===== config.mk =====
export PLATFORM = sky130hd
export DESIGN_NAME = ps2_host_tx
export DESIGN_NICKNAME = d
export VERILOG_FILES = /design/src/rtl/ps2_pkg.sv /design/src/rtl/ps2_line_sync.sv /design/src/rtl/ps2_host_tx.sv
export SDC_FILE = /design/constraint.sdc
export NUM_CORES = 1
export LEC_CHECK = 0
export ABC_CLOCK_PERIOD_IN_PS = 6100
export BUFFER_PORTS_ARGS = -buffer_cell sky130_fd_sc_hd__buf_4
export CORE_MARGIN = 4
export CORE_UTILIZATION = 65
export CTS_CLUSTER_SIZE = 12
export DETAILED_ROUTE_END_ITERATION = 10
export PLACE_DENSITY = 0.81
export SKIP_CTS_REPAIR_TIMING = 1
export SLEW_MARGIN = 15
export SYNTH_ARGS = -nofsm -noshare
export SYNTH_HDL_FRONTEND = slang
export SYNTH_SLANG_ARGS = --single-unit

===== constraint.sdc =====
create_clock -name sysclk -period 6.1 [get_ports sysclk]
set_input_delay 1.22 -clock sysclk [delete_from_list [all_inputs] [get_ports sysclk]]
set_output_delay 1.22 -clock sysclk [all_outputs]
set_load 0.02 [all_outputs]

===== src/rtl/ps2_pkg.sv =====
// Shared PS/2 definitions: transmitter state encoding, frame parity and cycle-count helpers.
package ps2_pkg;

  typedef enum logic [2:0] {
    S_IDLE,
    S_INHIBIT,
    S_RTS,
    S_SHIFT,
    S_ACK,
    S_WAITIDLE
  } ps2_state_t;

  localparam int WDOG_W = 20;

  function automatic logic odd_parity(input logic [7:0] d);
    return ~^d;
  endfunction

  function automatic int cycles_from_us(input int khz, input int us);
    return (khz * us) / 1000;
  endfunction

endpackage


===== src/rtl/ps2_line_sync.sv =====
// Two-flop synchronizer plus 4-sample majority filter with hysteresis for one PS/2 line.
// Filtered output lags the raw line by roughly five cycles; idles high out of reset.
module ps2_line_sync (
  input  logic i_sysclk,
  input  logic i_rst,
  input  logic i_line,
  output logic o_filt
);

  logic       r_meta;
  logic       r_sync;
  logic [2:0] r_hist;
  logic       r_filt;
  logic [2:0] w_ones;

  // A 2-2 split keeps the previous level, so a single glitch never toggles the output.
  assign w_ones = 3'(r_sync) + 3'(r_hist[0]) + 3'(r_hist[1]) + 3'(r_hist[2]);

  always_ff @(posedge i_sysclk) begin
    if (i_rst) begin
      r_meta <= 1'b1;
      r_sync <= 1'b1;
      r_hist <= 3'b111;
      r_filt <= 1'b1;
    end else begin
      r_meta <= i_line;
      r_sync <= r_meta;
      r_hist <= {r_hist[1:0], r_sync};
      if (w_ones >= 3'd3)
        r_filt <= 1'b1;
      else if (w_ones <= 3'd1)
        r_filt <= 1'b0;
    end
  end

  assign o_filt = r_filt;

endmodule


===== src/rtl/ps2_host_tx.sv =====
// PS/2 host-to-device transmitter: clock inhibit, request-to-send, device-clocked frame, ACK.
// Define PS2_TX_ACK_CHECK_EN to report a device NACK through tx_error.
module ps2_host_tx
  import ps2_pkg::*;
#(
  parameter int CLKFREQ_KHZ = 28000,
  parameter int INHIBIT_US  = 120,
  parameter int TIMEOUT_MS  = 20
) (
  input  logic       sysclk,
  input  logic       rst,
  input  logic [7:0] tx_data,
  input  logic       tx_start,
  output logic       tx_busy,
  output logic       tx_done,
  output logic       tx_error,
  input  logic       ps2clk_in,
  input  logic       ps2data_in,
  output logic       ps2clk_oe,
  output logic       ps2data_oe
);

  localparam int INHIBIT_CYC = cycles_from_us(CLKFREQ_KHZ, INHIBIT_US);
  localparam int TIMEOUT_CYC = cycles_from_us(CLKFREQ_KHZ, TIMEOUT_MS * 1000);
  localparam int CNT_W       = (INHIBIT_CYC > 1) ? $clog2(INHIBIT_CYC) : 1;

  ps2_state_t        r_state;
  logic [CNT_W-1:0]  r_cnt;
  logic [WDOG_W-1:0] r_wdog;
  logic              r_wd_on;
  logic [3:0]        r_idx;
  logic [8:0]        r_shift;
  logic              r_clk_oe;
  logic              r_data_oe;
  logic              r_busy;
  logic              r_done;
  logic              r_err;
  logic              r_clk_prev;
`ifdef PS2_TX_ACK_CHECK_EN
  logic              r_nack;
`endif

  logic w_clk_filt;
  logic w_data_filt;
  logic w_fe;
  logic w_wd_fire;

  ps2_line_sync u_clk_sync (
    .i_sysclk (sysclk),
    .i_rst    (rst),
    .i_line   (ps2clk_in),
    .o_filt   (w_clk_filt)
  );

  ps2_line_sync u_data_sync (
    .i_sysclk (sysclk),
    .i_rst    (rst),
    .i_line   (ps2data_in),
    .o_filt   (w_data_filt)
  );

  assign w_fe      = r_clk_prev & ~w_clk_filt;
  assign w_wd_fire = r_wd_on && (r_wdog == WDOG_W'(TIMEOUT_CYC - 1));

  always_ff @(posedge sysclk) begin
    r_clk_prev <= w_clk_filt;
    r_done     <= 1'b0;
    if (rst) begin
      r_state    <= S_IDLE;
      r_cnt      <= '0;
      r_wdog     <= '0;
      r_wd_on    <= 1'b0;
      r_idx      <= '0;
      r_shift    <= '0;
      r_clk_oe   <= 1'b0;
      r_data_oe  <= 1'b0;
      r_busy     <= 1'b0;
      r_err      <= 1'b0;
      r_clk_prev <= 1'b1;
`ifdef PS2_TX_ACK_CHECK_EN
      r_nack     <= 1'b0;
`endif
    end else if (w_wd_fire) begin
      r_state   <= S_IDLE;
      r_wd_on   <= 1'b0;
      r_clk_oe  <= 1'b0;
      r_data_oe <= 1'b0;
      r_busy    <= 1'b0;
      r_done    <= 1'b1;
      r_err     <= 1'b1;
    end else begin
      if (r_wd_on)
        r_wdog <= r_wdog + WDOG_W'(1);
      case (r_state)
        S_IDLE: begin
          // A start landing on the done pulse belongs to the finished transfer and is dropped.
          if (tx_start && !r_done) begin
            r_shift  <= {odd_parity(tx_data), tx_data};
            r_cnt    <= '0;
            r_clk_oe <= 1'b1;
            r_busy   <= 1'b1;
            r_err    <= 1'b0;
            r_state  <= S_INHIBIT;
          end
        end
        S_INHIBIT: begin
          if (r_cnt == CNT_W'(INHIBIT_CYC - 1)) begin
            r_data_oe <= 1'b1;
            r_wdog    <= '0;
            r_wd_on   <= 1'b1;
            r_state   <= S_RTS;
          end else begin
            r_cnt <= r_cnt + CNT_W'(1);
          end
        end
        S_RTS: begin
          r_clk_oe <= 1'b0;
          r_idx    <= '0;
          r_state  <= S_SHIFT;
        end
        S_SHIFT: begin
          // Ones shift in behind the data so the tenth edge releases the line as the stop bit.
          if (w_fe) begin
            r_data_oe <= ~r_shift[0];
            r_shift   <= {1'b1, r_shift[8:1]};
            r_idx     <= r_idx + 4'd1;
            if (r_idx == 4'd9)
              r_state <= S_ACK;
          end
        end
        S_ACK: begin
          if (w_fe) begin
`ifdef PS2_TX_ACK_CHECK_EN
            r_nack  <= w_data_filt;
`endif
            r_state <= S_WAITIDLE;
          end
        end
        S_WAITIDLE: begin
          if (w_clk_filt && w_data_filt) begin
            r_done  <= 1'b1;
            r_busy  <= 1'b0;
            r_wd_on <= 1'b0;
            r_state <= S_IDLE;
`ifdef PS2_TX_ACK_CHECK_EN
            r_err   <= r_nack;
`endif
          end
        end
        default: r_state <= S_IDLE;
      endcase
    end
  end

  assign tx_busy    = r_busy;
  assign tx_done    = r_done;
  assign tx_error   = r_err;
  assign ps2clk_oe  = r_clk_oe;
  assign ps2data_oe = r_data_oe;

endmodule


# Yosys cells after proc, flatten, opt, wreduce, memory -nomap -nowiden
# Index checks and enable logic that the tools add are counted.
# totals
regBits	67
rom_bits	0
memories	0
elab_cells	111
output_inout_bits	5
latch_bits	0
ramBits	0
# op_classes
add_sub_neg	9
div	0
eq_ne	15
n_reduce_logical	27
bitwise	4
shifts	0
order_cmp	4
mul	0
n_mux	32
# ops
operator	count
20-bit two-way mux	3
12-bit two-way mux	2
12-bit one-hot mux with 2 select lines	1
20-bit by 1-bit adder with 20-bit output, second input constant	1
20-bit == test, second input constant	1
3-bit two-way mux	6
9-bit two-way mux	2
3-bit one-hot mux with 6 select lines	1
9-bit one-hot mux with 2 select lines	1
2-bit nonzero test	9
2-bit != test, second input constant	7
12-bit by 1-bit adder with 12-bit output, second input constant	1
3-bit by 1-bit adder with 3-bit output	4
12-bit == test, second input constant	1
3-bit AND reduction	4
1-bit two-way mux	10
1-bit one-hot mux with 2 select lines	4
4-bit one-hot mux with 2 select lines	1
4-bit AND reduction	2
8-bit XNOR reduction	1
3-bit by 2-bit == test with 1-bit output, second input constant	2
3-bit == test, second input constant	2
3-bit by 2-bit >= comparator with 1-bit output, second input constant	2
3-bit by 1-bit less-or-equal comparator with 1-bit output, second input constant	2
13 further kinds	21

# Longest topological paths before layout
# Gate-level depths: netlist of the first run.
# logic_depth
word_depth	5
depth_mapped	8
mapped_depth_nobuf	7

# Modules after synthesis
# A second synthesis of the first run with hierarchy kept.
# unflattened
cells_unflattened	394
hier_area_um2	3413.3
# modules_own_cells
module	instances	seq_area_each_um2	area_each_um2	cells_per_inst
ps2_host_tx	1	1101.1	2915.3	350
ps2_line_sync	2	120.1	249.0	22

# Worst setup path before layout of the first run
# No wires, ideal clock.
# synth_timing
kind	input-to-reg
startpoint	input port tx_start
endpoint	register r_cnt[10]
t_required_ns	6.030
t_arrival_ns	2.421
n_path_buf	0
setup_slack_ns	3.609
path_stages	5
path_cell_list	nor4b_1 and2_1 o22ai_2 or4_1 a21oi_1
# synth_via
elab_chain_len	3
# synth_lines
item	line	rtl
from (decl)	ps2_host_tx.sv:13	input logic tx_start,
1-bit logical AND	ps2_host_tx.sv:97	if (tx_start && !r_done) begin
2-bit != test (no line)	-	
4-bit AND reduction (no line)	-	
to (signal assigned)	ps2_host_tx.sv:113	r_cnt <= r_cnt + CNT_W'(1);
to (decl)	ps2_host_tx.sv:28	logic [CNT_W-1:0] r_cnt;
# No other way between the ends.
# A chain may end at the register's enable or synchronous reset.

# Worst setup path in the final report of the first run
# Ends and elaborated chain as after synthesis.

==> run metrics, run 1 <==
Post-Syn Area=3300 sq um; clock tree root driver cell=clkbuf_8; top post-synthesis cells by area=dfxtp_1 41%, ha_1 4.6%, nor2_1 4.6%; post-detail-place hpwl=4.44 mm; Peak supply drop=0.184 mV; die area=6280 sq um; Synth area leader=dfxtp_1; Setup crit end kind=register; Setup-failing EPs final=0; number of synthesized flops with an enable pin=0; critical path class=input port to register; final global-route overflow total=0; count leader, synth=dfxtp_1; final worst-path cycle share=45.1%; clock power share=47.0%; Inserted Clock Buffers=9; sw frac=21.5%; Primary FF master, synth=dfxtp_1; Power Internal=0.000784 W; Reg clk slew, reported paths=0.07 ns; DRC errors left=0; Slew headroom=46.9%; slew at the pin closest to its max-slew limit=between 0.7 and 0.8 ns; fmax=363 MHz; Vias/cell=around 5.8; Post-Syn Instances=between 300 and 400; Port-buffer cells=17; largest net degree at the start of global routing=31; Slew Viols, Final=0; Max Clock Skew=0.00735 ns; Global Route Usage Sum=a little under a quarter; critical path cell sequence=buf_4 -> nor4b_1 -> and2_1 -> o22ai_2 -> or4_1 -> a21oi_1; met3 Usage GRT=around 7.4%; Yosys warning total=0; row count=25; min cycle time layout=2.75 ns; first-pass GRT wire length=between 10 and 15 mm; flops & latches, synth=67; routability cong.=just over 0.8; WP buf/inv=1; Distinct cells, synth=54; clock sink total=67; busiest grt layer=met2; sequential share of the synthesized area=a little over 40%; met1 Resource Use GR=~29%; Mapped Avg Cell Area=8.82 sq um; Logic pwr share=7.1%; M2 GR Usage=between 30% and 40%; vias in the first global route=around 2600; Final nets=a little over 400; worst path required time=6.38 ns; Worst setup SP type=input port; setup_tns=0 ns; R2R cell count=5; H-tree depth=3; worst hold path depth=1; clk_lat worst skew=0.35 ns; CP delay by family, top=simple AND/OR/NAND/NOR gates; Wirelength per Cell=approximately 15 microns; status=finished clean; post-synth top area share=approximately 41%; Sw Pwr=0.000214 W; CP Max Fanout=22; Die W=roughly 79 microns; CP Data Arrival Time=between 3 and 4 ns; Initial DRT Pass Iterations=4; core footprint=4820 sq um; CTS tree=done; io pins=18; Fin. Hold Viols=0; max_cap viols=0; clk buf depth=2; Hold WS=around 0.41 ns; number of routed nets with antenna violations=0; initial antenna violation count=0; die extent in y=between 70 and 80 microns; PwrDens=271 nW/um^2; unrepaired setup endpoints after global routing=false; HP Class=register to register; DRT iter0 DRCs=around 230; Area Growth Syn to Fin=11.8%; Leak=1.37 nW; ys async rst share=0%; Seq pwr share=a little under half; CP Depth=6; Initial Util=between 60 and 70%; final wirelength=6.69 mm; syn nets=approximately 400; crit-path max cell delay=0.55 ns; share of post-route cells with drive strength above 1=roughly an eighth; critical path's slowest cell=or4_1; top post-synthesis cells by count=67 x dfxtp_1, 40 x nor2_1, 27 x a21oi_1; via count=between 2000 and 3000; # diodes=0
## logic make-up after synthesis
group / after synthesis / share of synthesized area [%]
adders and majority gates: 14 / 5.76
buffers and inverters: 31 / 4.25
muxes: 9 / 2.73
xor gates and xnor gates: 20 / 5.31
AOI/OAI and AO/OA: 78 / 15.9
DFF: 67 / 40.7
and+or+nand+nor: 155 / 25.4
## area by class of cell
type | instances | area (sq um)
Fill cell | 378 | 1130
Multi-Input combinational cell | 276 | 1820
Timing Repair Buffer | 17 | 128
Tap cell | 67 | 83.8
Sequential cell | 67 | 1340
Clock buffer | 12 | 165
Clock inverter | 4 | 95.1
Inverter | 15 | 56.3
## flip-flops by register name, indices dropped and copies added, names as in the netlist, 3 cells and up
name,cells
r_cnt,12
r_idx,4
r_shift,9
r_state,3
r_wdog,20
u_clk_sync.r_hist,3
u_data_sync.r_hist,3
## metal layers
| layer | vias up | part of all wire [%] |
|---|---|---|
| li1 | 1363 | - |
| met1 | 1248 | 47 |
| met2 | 42 | 47 |
| met3 | 8 | 4.1 |
| met4 | 0 | 1.4 |
| met5 | - | 0 |
## through the flow
| stage | total power, W | utilization (%) | cell area (sq um) | setup WS (ns) | instances |
|---|---|---|---|---|---|
| final | 0.000999 | 76.5 | 3690 | 3.35 | 458 |
| after global routing | 0.00104 | 76.5 | 3690 | 3.18 | 458 |
| after CTS | 0.00100 | 76.5 | 3690 | 3.22 | 458 |
| after detailed placement | 0.000538 | 71.1 | 3430 | 2.84 | 442 |
| after global placement | 0.000536 | 71.1 | 3430 | 2.89 | 442 |
| after floorplan | 0.000522 | - | 3300 | 3.61 | 374 |
## placed cells by master, fill, tap and decap left out, types with 2 or more instances in the layout
master	count
nand2b_1	2
a211oi_1	14
nand2_1	24
xor2_1	11
or3_1	11
nor4b_2	2
buf_4	17
bufinv_16	3
o21ai_0	5
nor3_1	10
nand3_1	14
and4_1	2
nand4_1	11
fa_1	2
clkbuf_8	12
nor2_1	40
and2_1	3
nor4b_1	4
a21o_1	2
inv_1	15
or2_2	12
nand3b_1	2
and3_1	2
xnor2_1	9
o21ai_1	11
nor2b_1	3
a2111o_1	2
mux2i_1	9
a21oi_1	27
ha_1	12
or4_1	5
nor3b_1	2
dfxtp_1	67
o31ai_1	5
## final timing paths
path	startpoint	end	slack, ns
setup / recovery	tx_start	r_cnt[10]	3.35
setup reg to reg	r_state[0]	r_cnt[10]	3.70
hold reg to reg	u_data_sync.r_meta	u_data_sync.r_sync	0.41
hold / removal	u_data_sync.r_meta	u_data_sync.r_sync	0.41
## power by group through the flow
| stage | registers (W) | clock network [W] | logic (W) |
|---|---|---|---|
| after floorplan | 0.000465 | 0 | 0.0000578 |
| after global placement | 0.000467 | 0 | 0.0000686 |
| after detailed placement | 0.000467 | 0 | 0.0000709 |
| after CTS | 0.000458 | 0.000474 | 0.0000719 |
| after global routing | 0.000459 | 0.000496 | 0.0000801 |
| final | 0.000458 | 0.000469 | 0.0000714 |
Note: power is estimated with default switching activity, not from simulation.
==> run 2, diff against run 1 <==
Settings changed: ABC_CLOCK_PERIOD_IN_PS 6100 to 2200, CORE_UTILIZATION 65 to 55, PLACE_DENSITY 0.81 to 0.73.
Clock period 6.1 ns to 2.2 ns, I/O delays scaled along.
==> run metrics, run 2 (synthesized netlist as in run 1, its figures left out) <==
RR Startpoint=r_wdog[0] (was r_state[0]); largest net degree at the start of global routing=31 (unchanged); clock tree root driver cell=clkbuf_8 (unchanged); unrepaired setup endpoints after global routing=false (unchanged); min cycle time layout=roughly 2.0 ns; setup ws final=0.175 ns (was 3.35 ns); Leak=1.42 nW (was 1.37 nW); top flop regs=r_wdog x20, r_cnt x12, r_shift x9 (unchanged); PwrDens=667 nW/um^2 (was 271 nW/um^2); Max Clock Skew=0.00695 ns (was 0.00735 ns); HP Class=input port to register (was register to register); met1 WL=3.08 mm (was 3.16 mm); final worst-path cycle share=92.0%; Setup-failing EPs final=0 (unchanged); share of post-route cells with drive strength above 1=16.7% (was 13.3%); # diodes=0 (unchanged); Initial DRT Pass Iterations=4 (unchanged); CTS tree=done (unchanged); Top reg by flops=r_wdog (unchanged); die extent in y=85.5 microns (was 79.2 microns); beginning of the worst hold path=ps2data_in (was u_data_sync.r_meta); clk buf depth=2 (unchanged); core footprint=5680 sq um (was 4820 sq um); fmax=between 400 and 500 MHz; worst hold path depth=2 (was 1); Initial Util=58.1% (was 68.5%); fin util=66.2% (was 76.5%); max_cap viols=0 (unchanged); first-pass GRT wire length=11.1 mm (was 11.7 mm); Port-buffer cells=17 (unchanged); max reg flops=20 (unchanged); terminus of the critical flop-to-flop path=r_cnt[0] (was r_cnt[10]); number of routed nets with antenna violations=0 (unchanged); routability cong.=0.799 (was 0.815); CP Data Arrival Time=2.26 ns (was 3.03 ns); Reg clk slew, reported paths=0.07 ns (about the same); final global-route overflow total=0 (unchanged); Setup crit end kind=register (unchanged); final wirelength=6.26 mm (was 6.69 mm); Global Route Usage Sum=18.8% (was 23.7%); DRT iter0 DRCs=138 (was 231); DRC errors left=0 (unchanged); WHS Endpoint=u_data_sync.r_meta (was u_data_sync.r_sync); Slew headroom=59.6% (was 46.9%); row count=27 (was 25); Final nets=429 (was 413); Area Growth Syn to Fin=13.8% (was 11.8%); Vias/cell=5.63 (was 5.81); Slew Viols, Final=0 (unchanged); vias in the first global route=2511 (was 2606); CP Max Fanout=15 (was 22); clock sink total=67 (unchanged); Worst setup SP type=register (was input port); most common cell after layout, fill and taps aside=dfxtp_1 (unchanged); worst path required time=2.43 ns (was 6.38 ns); Pwr Total=0.00250 W (was 0.000999 W); Wirelength per Cell=13.1 microns (was 14.6 microns); worst slack, placed=0.115 ns (was 2.84 ns); H-tree depth=3 (unchanged); initial antenna violation count=0 (unchanged); Hold WS=0.277 ns (was 0.408 ns); post-detail-place hpwl=4.53 mm (was 4.44 mm); R2R cell count=7 (was 5); met2 WL=2.84 mm (was 3.16 mm); Inserted Clock Buffers=9 (unchanged); io pins=18 (unchanged); clk_lat worst skew=0.34 ns (was 0.35 ns); slew at the pin closest to its max-slew limit=0.601 ns (was 0.790 ns); highest metal used=met4 (unchanged); metal3 WL=240 microns (was 275 microns); commonest cells after routing, fill and taps aside=67 x dfxtp_1, 40 x nor2_1, 33 x buf_4, 27 x a21oi_1, 24 x nand2_1 (was 67 x dfxtp_1, 40 x nor2_1, 27 x a21oi_1, 24 x nand2_1, 17 x buf_4); Peak supply drop=0.469 mV (was 0.184 mV); via count=2698 (was 2661); critical path class=register to register (was input port to register); R2R Setup Slk=0.18 ns (was 3.70 ns); Fin. Hold Viols=0 (unchanged); Die W=85.5 microns (was 79.2 microns); setup_tns=0 ns (unchanged); die area=7300 sq um (was 6280 sq um); status=finished clean (unchanged)
-- run 2: worst max-delay path by stage --
stage	cells after the start	from	end	slack, ns
6_report	7	r_wdog[0]	r_cnt[0]	0.18
5_1_grt	6	r_wdog[15]	r_cnt[0]	0.007
4_1_cts	7	r_wdog[0]	r_cnt[0]	0.16
3_5_place_dp	7	tx_start	r_cnt[9]	0.12
3_3_place_gp	7	tx_start	r_cnt[9]	0.16
2_1_floorplan	6	u_data_sync.r_hist[0]	u_data_sync.o_filt	0.28
-- run 2: worst max-delay path, cell delays in order (launching register included) --
cell	delay [ns]
dfxtp_1	0.39
ha_1	0.22
nand4_1	0.12
or2_1	0.26
o22ai_2	0.49
buf_4	0.24
xor2_1	0.15
nor2_1	0.05
-- run 2: routing by layer --
| layer | global-route usage (%) | vias to the layer above |
|---|---|---|
| met1 | 24.5 | 1255 |
| met2 | 29.6 | 38 |
| met5 | 0 | - |
| li1 | - | 1397 |
| met3 | 4.37 | 8 |
| met4 | 8.49 | 0 |
-- run 2: cell type report --
cell class | instances | area [sq um]
fillers | 479 | 1920
multi-input cells | 276 | 1820
flip-flops and latches | 67 | 1340
repair buffers | 33 | 248
clock buffers | 10 | 138
well taps | 72 | 90.1
clock inverters | 6 | 65.1
inverters | 15 | 56.3
-- run 2: where the power goes --
part | internal, W | switching, W
sequential | 0.00124 | 0.0000186
combinational | 0.000101 | 0.000118
clock | 0.000553 | 0.000469
total | 0.00190 | 0.000606
-- run 2: stage by stage --
stage	instance area [sq um]	instances
after detailed placement	3550	463
after CTS	3760	479
final	3760	479
after global placement	3550	463
after floorplan	3300	374
after global routing	3760	479
==> run 3, diff against run 2 <==
Settings changed: ABC_CLOCK_PERIOD_IN_PS 2200 to 2350, CELL_PAD_IN_SITES_DETAIL_PLACEMENT set to 1, CELL_PAD_IN_SITES_GLOBAL_PLACEMENT set to 1, CORE_UTILIZATION 55 to 50, PLACE_DENSITY 0.73 to 0.81.
Clock period 2.2 ns to 2.35 ns, I/O delays scaled along.
==> run metrics, run 3 (synthesized netlist as in run 1, its figures left out) <==
Global Route Usage Sum=21.7% (was 18.8%); Setup crit end kind=register (unchanged); max reg flops=20 (unchanged); Initial DRT Pass Iterations=5 (was 4); top flop regs=r_wdog x20, r_cnt x12, r_shift x9 (unchanged); Inserted Clock Buffers=9 (unchanged); R2R cell count=7 (unchanged); largest net degree at the start of global routing=31 (unchanged); setup_tns=0 ns (unchanged); Worst setup SP type=register (unchanged); RR Startpoint=r_wdog[0] (unchanged); initial antenna violation count=0 (unchanged); clock sink total=67 (unchanged); Die W=89.2 microns (was 85.5 microns); die area=7960 sq um (was 7300 sq um); Seq pwr share=50.5% (was 50.4%); final global-route overflow total=0 (unchanged); number of routed nets with antenna violations=0 (unchanged); core footprint=6390 sq um (was 5680 sq um); DRC errors left=0 (unchanged); Peak supply drop=0.429 mV (was 0.469 mV); first-pass GRT wire length=13.4 mm (was 11.1 mm); final worst-path cycle share=88.2% (was 92.0%); R2R Setup Slk=0.28 ns (was 0.18 ns); commonest cells after routing, fill and taps aside=67 x dfxtp_1, 40 x nor2_1, 32 x buf_4, 27 x a21oi_1, 24 x nand2_1 (was 67 x dfxtp_1, 40 x nor2_1, 33 x buf_4, 27 x a21oi_1, 24 x nand2_1); post-detail-place hpwl=5.71 mm (was 4.53 mm); status=finished clean (unchanged); via count=2808 (was 2698); most common cell after layout, fill and taps aside=dfxtp_1 (unchanged); Slew Viols, Final=0 (unchanged); Fin. Hold Viols=0 (unchanged); worst path required time=2.58 ns (was 2.43 ns); Port-buffer cells=17 (unchanged); Logic pwr share=9.1% (was 8.8%); Top reg by flops=r_wdog (unchanged); final wirelength=7.78 mm (was 6.26 mm); Hold WS=0.309 ns (was 0.277 ns); clock power share=40.4% (was 40.8%); clk buf depth=2 (unchanged); Critical Path End=r_cnt[0] (unchanged); HP Class=input port to register (unchanged); max_cap viols=0 (unchanged); CTS tree=done (unchanged); fmax=482 MHz (was 494 MHz); routability cong.=0.847 (was 0.799); Reg clk slew, reported paths=0.07 ns (about the same); io pins=18 (unchanged); Power Internal=0.00177 W (was 0.00190 W); H-tree depth=3 (unchanged); vias in the first global route=2883 (was 2511); PwrDens=625 nW/um^2 (was 667 nW/um^2); sw frac=24.4% (was 24.2%); critical path class=register to register (unchanged); Slew headroom=61.4% (was 59.6%); Setup-failing EPs final=0 (unchanged); Max Clock Skew=0.00718 ns (was 0.00695 ns); CP Max Fanout=13 (was 15); Setup crit start=r_wdog[0] (unchanged); Sw Pwr=0.000572 W (was 0.000606 W); Initial Util=51.7% (was 58.1%); slew at the pin closest to its max-slew limit=0.574 ns (was 0.601 ns); Leak=1.41 nW (was 1.42 nW); min cycle time layout=2.07 ns (was 2.02 ns); die extent in y=89.2 microns (was 85.5 microns); Final nets=428 (was 429); Wirelength per Cell=16.1 microns (was 13.1 microns); clock tree root driver cell=clkbuf_8 (unchanged); CP Data Arrival Time=2.31 ns (was 2.26 ns); Vias/cell=5.81 (was 5.63); share of post-route cells with drive strength above 1=16.3% (was 16.7%); terminus of the critical flop-to-flop path=r_cnt[0] (unchanged); Area Growth Syn to Fin=13.5% (was 13.8%); clk_lat worst skew=0.34 ns (about the same); DRT iter0 DRCs=93 (was 138); # diodes=0 (unchanged); row count=29 (was 27); unrepaired setup endpoints after global routing=false (unchanged)
==> run 3: how the worst min path moves through the flow <==
| stage | slack (ns) | start | cells past startpoint | to |
|---|---|---|---|---|
| 3_3_place_gp | 0.39 | u_data_sync.r_meta | 1 | u_data_sync.r_sync |
| 4_1_cts | 0.30 | ps2clk_in | 2 | u_clk_sync.r_meta |
| 3_5_place_dp | 0.40 | u_clk_sync.r_meta | 1 | u_clk_sync.r_sync |
| 6_report | 0.31 | ps2clk_in | 2 | u_clk_sync.r_meta |
| 2_1_floorplan | 0.39 | u_clk_sync.r_meta | 1 | u_clk_sync.r_sync |
| 5_1_grt | 0.31 | ps2data_in | 2 | u_data_sync.r_meta |
==> run 3: final cells by class <==
class | count | area (sq um)
Multi-Input combinational cell | 276 | 1820
Tap cell | 77 | 96.3
Clock inverter | 5 | 52.6
Sequential cell | 67 | 1340
Clock buffer | 11 | 141
Inverter | 15 | 56.3
Timing Repair Buffer | 32 | 240
Fill cell | 766 | 2640
==> run 3: power by group through the flow <==
| stage | Combinational [W] | Sequential [W] | Clock, W |
|---|---|---|---|
| 4_1_cts | 0.000215 | 0.00118 | 0.000964 |
| 3_3_place_gp | 0.000200 | 0.00121 | 0 |
| 5_1_grt | 0.000236 | 0.00119 | 0.00102 |
| 3_5_place_dp | 0.000213 | 0.00121 | 0 |
| 2_1_floorplan | 0.000150 | 0.00121 | 0 |
| 6_report | 0.000212 | 0.00118 | 0.000947 |
==> run 3: critical path: stages (launching register included) <==
cell and delay [ns]:
dfxtp_1 0.39, ha_1 0.24, nand4_1 0.14, or2_1 0.28
o22ai_2 0.45, buf_4 0.26, xor2_1 0.15, nor2_1 0.05
==> run 3: metal layers <==
metal	GRT usage, %	up-vias	wire [microns]
met5	0	-	0
met4	9.88	0	131
met3	3.32	12	219
met2	36.0	31	3800
met1	27.6	1378	3630
li1	-	1387	-
==> run 3: per-stage QoR <==
step / total power (W) / instances / worst slack (ns) / cell area (sq um) / util [%]
after floorplan: 0.00136 / 374 / 0.434 / 3300 / -
after global placement: 0.00141 / 467 / 0.326 / 3550 / 55.6
after detailed placement: 0.00142 / 467 / 0.244 / 3550 / 55.6
after CTS: 0.00236 / 483 / 0.271 / 3750 / 58.7
after global routing: 0.00244 / 483 / 0.114 / 3750 / 58.7
final: 0.00234 / 483 / 0.276 / 3750 / 58.7
